--- src/rtl/pll_scan_receiver.sv ---
// Receiving end of the PLL reconfiguration scan chain with an emulated lock response.
// Define SCAN_READBACK_EN to present the old shadow LSB-first on scan_dataout while shifting.
module pll_scan_receiver #(
  parameter int CHAIN_LEN   = 145,
  parameter int LOCK_CYCLES = 16
) (
  input  logic        scan_clk,
  input  logic        scan_rst_n,
  input  logic        scan_ena,
  input  logic        scan_data,
  input  logic        scan_update,
  input  logic        pll_rst,
  output logic [17:0] head_conf,
  output logic [17:0] m_conf,
  output logic [17:0] n_conf,
  output logic [17:0] clk0_conf,
  output logic [17:0] clk1_conf,
  output logic [17:0] clk2_conf,
  output logic [17:0] clk3_conf,
  output logic [17:0] clk4_conf,
  output logic        conf_valid,
  output logic        len_err,
  output logic        locked,
  output logic        scan_dataout
);

  localparam int                 LCW       = $clog2(LOCK_CYCLES + 1);
  localparam logic [7:0]         FULL_CNT  = 8'(CHAIN_LEN);
  localparam logic [LCW-1:0]     LOCK_INIT = LCW'(LOCK_CYCLES);
  localparam logic [17:0]        CONF_RST  = 18'h2_0000;

  typedef enum logic [1:0] {
    LOCKED    = 2'd0,
    UNLOCKED  = 2'd1,
    IN_RST    = 2'd2,
    WAIT_LOCK = 2'd3
  } lock_state_e;

  logic [CHAIN_LEN-1:0] sr_q;
  logic [7:0]           bit_cnt_q, bit_cnt_d;
  logic                 upd_q;
  logic [17:0]          conf_q [8];
  logic                 conf_valid_q;
  logic                 len_err_q;
  lock_state_e          state_q, state_d;
  logic [LCW-1:0]       lock_cnt_q, lock_cnt_d;
  logic                 locked_q;
  logic                 upd_edge_s;
  logic                 accept_s;
  logic                 shift_s;

  // Update-edge qualification and bit counter next state; an update edge always wins over shifting.
  always_comb begin
    upd_edge_s = scan_update & ~upd_q;
    accept_s   = upd_edge_s & ~scan_ena & (bit_cnt_q == FULL_CNT);
    shift_s    = scan_ena & ~upd_edge_s;
    bit_cnt_d  = bit_cnt_q;
    if (upd_edge_s) begin
      bit_cnt_d = 8'd0;
    end else if (shift_s && (bit_cnt_q != 8'hFF)) begin
      bit_cnt_d = bit_cnt_q + 8'd1;
    end else begin
      bit_cnt_d = bit_cnt_q;
    end
  end

  // Lock FSM next state: pll_rst dominates, an accepted load drops lock until the next pll_rst.
  always_comb begin
    state_d    = state_q;
    lock_cnt_d = lock_cnt_q;
    if (pll_rst) begin
      state_d = IN_RST;
    end else begin
      case (state_q)
        IN_RST: begin
          state_d    = WAIT_LOCK;
          lock_cnt_d = LOCK_INIT;
        end
        WAIT_LOCK: begin
          if (accept_s) begin
            state_d = UNLOCKED;
          end else if (lock_cnt_q == LCW'(1)) begin
            state_d = LOCKED;
          end else begin
            lock_cnt_d = lock_cnt_q - LCW'(1);
          end
        end
        LOCKED: begin
          if (accept_s) begin
            state_d = UNLOCKED;
          end else begin
            state_d = LOCKED;
          end
        end
        UNLOCKED: begin
          state_d = UNLOCKED;
        end
        default: begin
          state_d    = WAIT_LOCK;
          lock_cnt_d = LOCK_INIT;
        end
      endcase
    end
  end

  // Shadow register, decoded active fields, status flags and lock state.
  always_ff @(posedge scan_clk or negedge scan_rst_n) begin
    if (!scan_rst_n) begin
      sr_q         <= '0;
      bit_cnt_q    <= 8'd0;
      upd_q        <= 1'b0;
      conf_valid_q <= 1'b0;
      len_err_q    <= 1'b0;
      state_q      <= WAIT_LOCK;
      lock_cnt_q   <= LOCK_INIT;
      locked_q     <= 1'b0;
      for (int f = 0; f < 8; f++) begin
        conf_q[f] <= CONF_RST;
      end
    end else begin
      if (shift_s) begin
        sr_q <= {scan_data, sr_q[CHAIN_LEN-1:1]};
      end else begin
        sr_q <= sr_q;
      end
      bit_cnt_q    <= bit_cnt_d;
      upd_q        <= scan_update;
      conf_valid_q <= accept_s;
      if (upd_edge_s) begin
        len_err_q <= ~accept_s;
      end else begin
        len_err_q <= len_err_q;
      end
      for (int f = 0; f < 8; f++) begin
        if (accept_s) begin
          conf_q[f] <= sr_q[CHAIN_LEN-1-18*f -: 18];
        end else begin
          conf_q[f] <= conf_q[f];
        end
      end
      state_q    <= state_d;
      lock_cnt_q <= lock_cnt_d;
      locked_q   <= (state_d == LOCKED);
    end
  end

`ifdef SCAN_READBACK_EN
  logic dout_q;

  // Readback: one cycle behind the shadow LSB, so a full shift replays the previous load in order.
  always_ff @(posedge scan_clk or negedge scan_rst_n) begin
    if (!scan_rst_n) begin
      dout_q <= 1'b0;
    end else begin
      dout_q <= sr_q[0];
    end
  end

  assign scan_dataout = dout_q;
`else
  logic pad_unused_s;
  assign pad_unused_s = sr_q[0];
  assign scan_dataout = 1'b0;
`endif

  assign head_conf  = conf_q[0];
  assign m_conf     = conf_q[1];
  assign n_conf     = conf_q[2];
  assign clk0_conf  = conf_q[3];
  assign clk1_conf  = conf_q[4];
  assign clk2_conf  = conf_q[5];
  assign clk3_conf  = conf_q[6];
  assign clk4_conf  = conf_q[7];
  assign conf_valid = conf_valid_q;
  assign len_err    = len_err_q;
  assign locked     = locked_q;

endmodule

--- config.mk ---
export PLATFORM = sky130hd
export DESIGN_NAME = pll_scan_receiver
export DESIGN_NICKNAME = d
export VERILOG_FILES = /design/src/rtl/pll_scan_receiver.sv
export SDC_FILE = /design/constraint.sdc
export NUM_CORES = 1
export LEC_CHECK = 0
export BUFFER_PORTS_ARGS = -buffer_cell sky130_fd_sc_hd__buf_2
export CORE_UTILIZATION = 35
export DETAILED_ROUTE_END_ITERATION = 8
export PLACE_DENSITY_LB_ADDON = 0.2
export SYNTH_ARGS = -nofsm -noshare
export SYNTH_HDL_FRONTEND = slang
export SYNTH_SLANG_ARGS = --single-unit
--- constraint.sdc ---
create_clock -name scan_clk -period 2.3 [get_ports scan_clk]
set_input_delay 0.46 -clock scan_clk [delete_from_list [all_inputs] [get_ports scan_clk]]
set_output_delay 0.46 -clock scan_clk [all_outputs]
set_load 0.02 [all_outputs]
==> impl_results.md <==
- Status: completed
- Static leakage: 8.00 nW
- Synth Net Count: 1030
- Cell variety after synth: 38
- Vias in the first global route: 7407
- Final Critical Period: 2.07 ns
- First DRT Iteration DRCs: 299
- Starting density of the core: 35.9%
- Yosys warns: 0
- Skew-Pair Late Insertion Delay: 0.49 ns
- Peak supply drop: 0.000394 V
- Worst min-delay path class: primary input to flip-flop
- Reg2Reg Depth: 5
- CP Capture Point: n_conf[13]
- FF-to-FF End: n_conf[13]
- Register area share after synthesis: 65.2%
- Largest net degree at the start of global routing: 105
- Pwr dens: 848 nW/µm²
- Post-synth EDFFs: 0
- Hold buffer count at cts: 1
- Clock Skew: 0.00888 ns
- H-tree lvl count: 2
- Die area: 34400 µm²
- Overall routing resource usage: 14.0%
- Clock Path Buffers: 3
- Vert. Die Dim: 186 µm
- CP max FO: 42
- Setup crit start kind: flip-flop
- WP depth: 5
- Register clock-pin slew on the reported worst setup and hold paths: 0.06 ns
- Final max-slew violation count: 0
- Critical path arrival: 2.44 ns
- Core area: 32900 µm²
- Final TNS setup: 0 ns
- Critical path class: flip-flop to flip-flop
- Final worst path period share: 89.8%
- DR vias: 7405
- Max-cap violations: 0
- Area Growth Syn to Fin: 21.8%
- Ratio of cells with drive above 1 in the final layout: 32.6%
- Clock Tree Root: clkbuf_16
- Post-CTS setup buffers: 0
- CTS tree: done
- Post-CTS sizing: 0
- Setup-failing EPs final: 0
- Ys flop type: dfrtp_1
- Most frequent CP cell: nand2_1
- RSZ-0062 raised after global routing: false
- Final Power: 12.2 mW
- R2R Path Start: bit_cnt_q[5]
- Critical Path RT: 2.68 ns
- DPL Wire Length: 14500 µm
- Final hold vios: 0
- WL per Instance: 14.1 µm
- Delay-heaviest family, CP: simple AND/OR/NAND/NOR gates
- IO buf count: 152
- Antenna violations before repair: 0
- WP buf/inv: 1
- Drt via density: 4.49
- First-pass GRT wire length: 38600 µm
- Final #Nets: 1194
- Row cnt: 66
- ANT nets after route: 0
- Register bit total from synthesis: 307
- Area share of the largest cell type after synthesis: 62.8%
- TritonCTS Buffers: 35
- Slowest stage delay, CP: 0.58 ns
- Synth Instances: 1020
- Clk sinks: 307
- Crit path cell chain: or4_4 -> or3_4 -> buf_4 -> nand2_1 -> nand2_1
- Asr flop ratio synth: 100%
- Achievable clock frequency: 484 MHz
- Worst R2R Setup Slack: 0.23 ns
- Ant. Diodes: 0
- Cell Area, Synth: 11800 µm²
- Detailed Route WL: 23300 µm
- Number of detailed-route iterations in the first pass: 4
- Post-synth top area cell: dfrtp_1
- Leading post-synthesis cells by cell area: dfrtp_1 63%, nand2_1 14%, mux2_2 14%
- Gr ovfl total: 0
- # fillers: 3180
- CP endpoint kind: flip-flop
- Synth Area per Inst: 11.6 µm²
- Chip width: 186 µm
- Io pins: 154
- Drc violations: 0
- Placer Congestion: 0.751
- Crit path from: bit_cnt_q[5]
- CP max-delay cell: or4_4
-- metal layers --
layer / global-route usage [%] / up-vias / wire length (µm)
met5: 0 / - / 0
met4: 3.54 / 0 / 400
met3: 3.78 / 32 / 1370
met2: 21.2 / 146 / 10000
met1: 19.6 / 3607 / 11500
li1: - / 3620 / -
-- Yosys cell counts (3+ instances only) --
cell type and number:
dfrtp_1 296, o31ai_1 3, a21oi_1 5, buf_2 30, dfstp_2 11, nor2_1 8, nor2b_1 4, nand2_1 442
clkbuf_1 4, inv_1 7, mux2i_1 3, or3_1 3, buf_6 11, mux2_2 145, o21ai_0 5, buf_4 6
ha_1 4, nand3_1 8
-- layout make-up --
cell class	count	area, µm²	share of cell area, %
flip-flops and latches	307	7700	53.6
multi-input cells	654	3750	26.1
repair buffers	178	1140	7.96
clock buffers	49	1030	7.18
well taps	442	553	3.85
clock inverters	11	161	1.12
inverters	8	32.5	0.226
-- where the power goes --
group | internal, mW | switching, mW | total [mW]
logic | 0.330 | 0.321 | 0.651
clock network | 3.57 | 2.14 | 5.70
registers | 5.65 | 0.175 | 5.83
-- sequential cells by signal (all words and copies together) (netlist names) --
signal / flops
upd_q: 1
lock_cnt_q: 5
locked: 1
sr_q: 144
clk1_conf: 18
n_conf: 18
clk0_conf: 18
state_q: 2
bit_cnt_q: 8
len_err: 1
clk3_conf: 18
head_conf: 18
m_conf: 18
clk4_conf: 18
clk2_conf: 18
conf_valid: 1
-- cells by family (layout without fill, tap and decap cells) --
family | after synthesis | after routing | share of synthesized area (%)
AOI/OAI and AO/OA | 21 | 21 | 1.13
adders and majority gates | 4 | 4 | 0.424
buffers and inverters | 59 | 246 | 3.09
DFF | 307 | 307 | 65.2
muxes | 148 | 148 | 14.1
other | 1 | 1 | 0.0318
and+or+nand+nor | 480 | 480 | 16.0
-- stage by stage --
step / std cells / hold WS (ns) / area (µm²) / utilization [%] / worst slack (ns)
floorplan: 1020 / 0.164 / 11800 / - / 0.381
global placement: 1588 / 0.428 / 13200 / 40.1 / 0.142
detailed placement: 1588 / 0.428 / 13200 / 40.1 / 0.124
CTS: 1649 / 0.0736 / 14400 / 43.7 / 0.233
global route: 1649 / 0.0788 / 14400 / 43.7 / 0.121
finish: 1649 / 0.101 / 14400 / 43.7 / 0.234
-- layout by cell type (no fill, tap or decap), drive strengths merged, types with 2 or more instances in the layout --
master / n
buf: 177
or3: 3
nand2: 442
o21ai: 5
clkinv: 6
o31ai: 3
nor2: 8
or4: 3
ha: 4
dfstp: 11
nand3: 8
mux2: 145
clkbuf: 49
and2: 2
inv: 8
o211ai: 2
bufinv: 4
and3: 2
a21oi: 5
nand2b: 2
dfrtp: 296
mux2i: 3
nor2b: 4
-- worst min path at each step --
stage                      startpoint      endpoint  slack (ns)  cells after the start
after floorplan            scan_rst_n  bit_cnt_q[0]        0.16                      0
after global placement     scan_rst_n      sr_q[24]        0.43                      1
after detailed placement   scan_rst_n      sr_q[24]        0.43                      1
after CTS                 scan_update         upd_q        0.07                      1
after global routing      scan_update         upd_q        0.08                      1
final                     scan_update         upd_q        0.10                      1
Note: power is estimated with default switching activity, not from simulation.
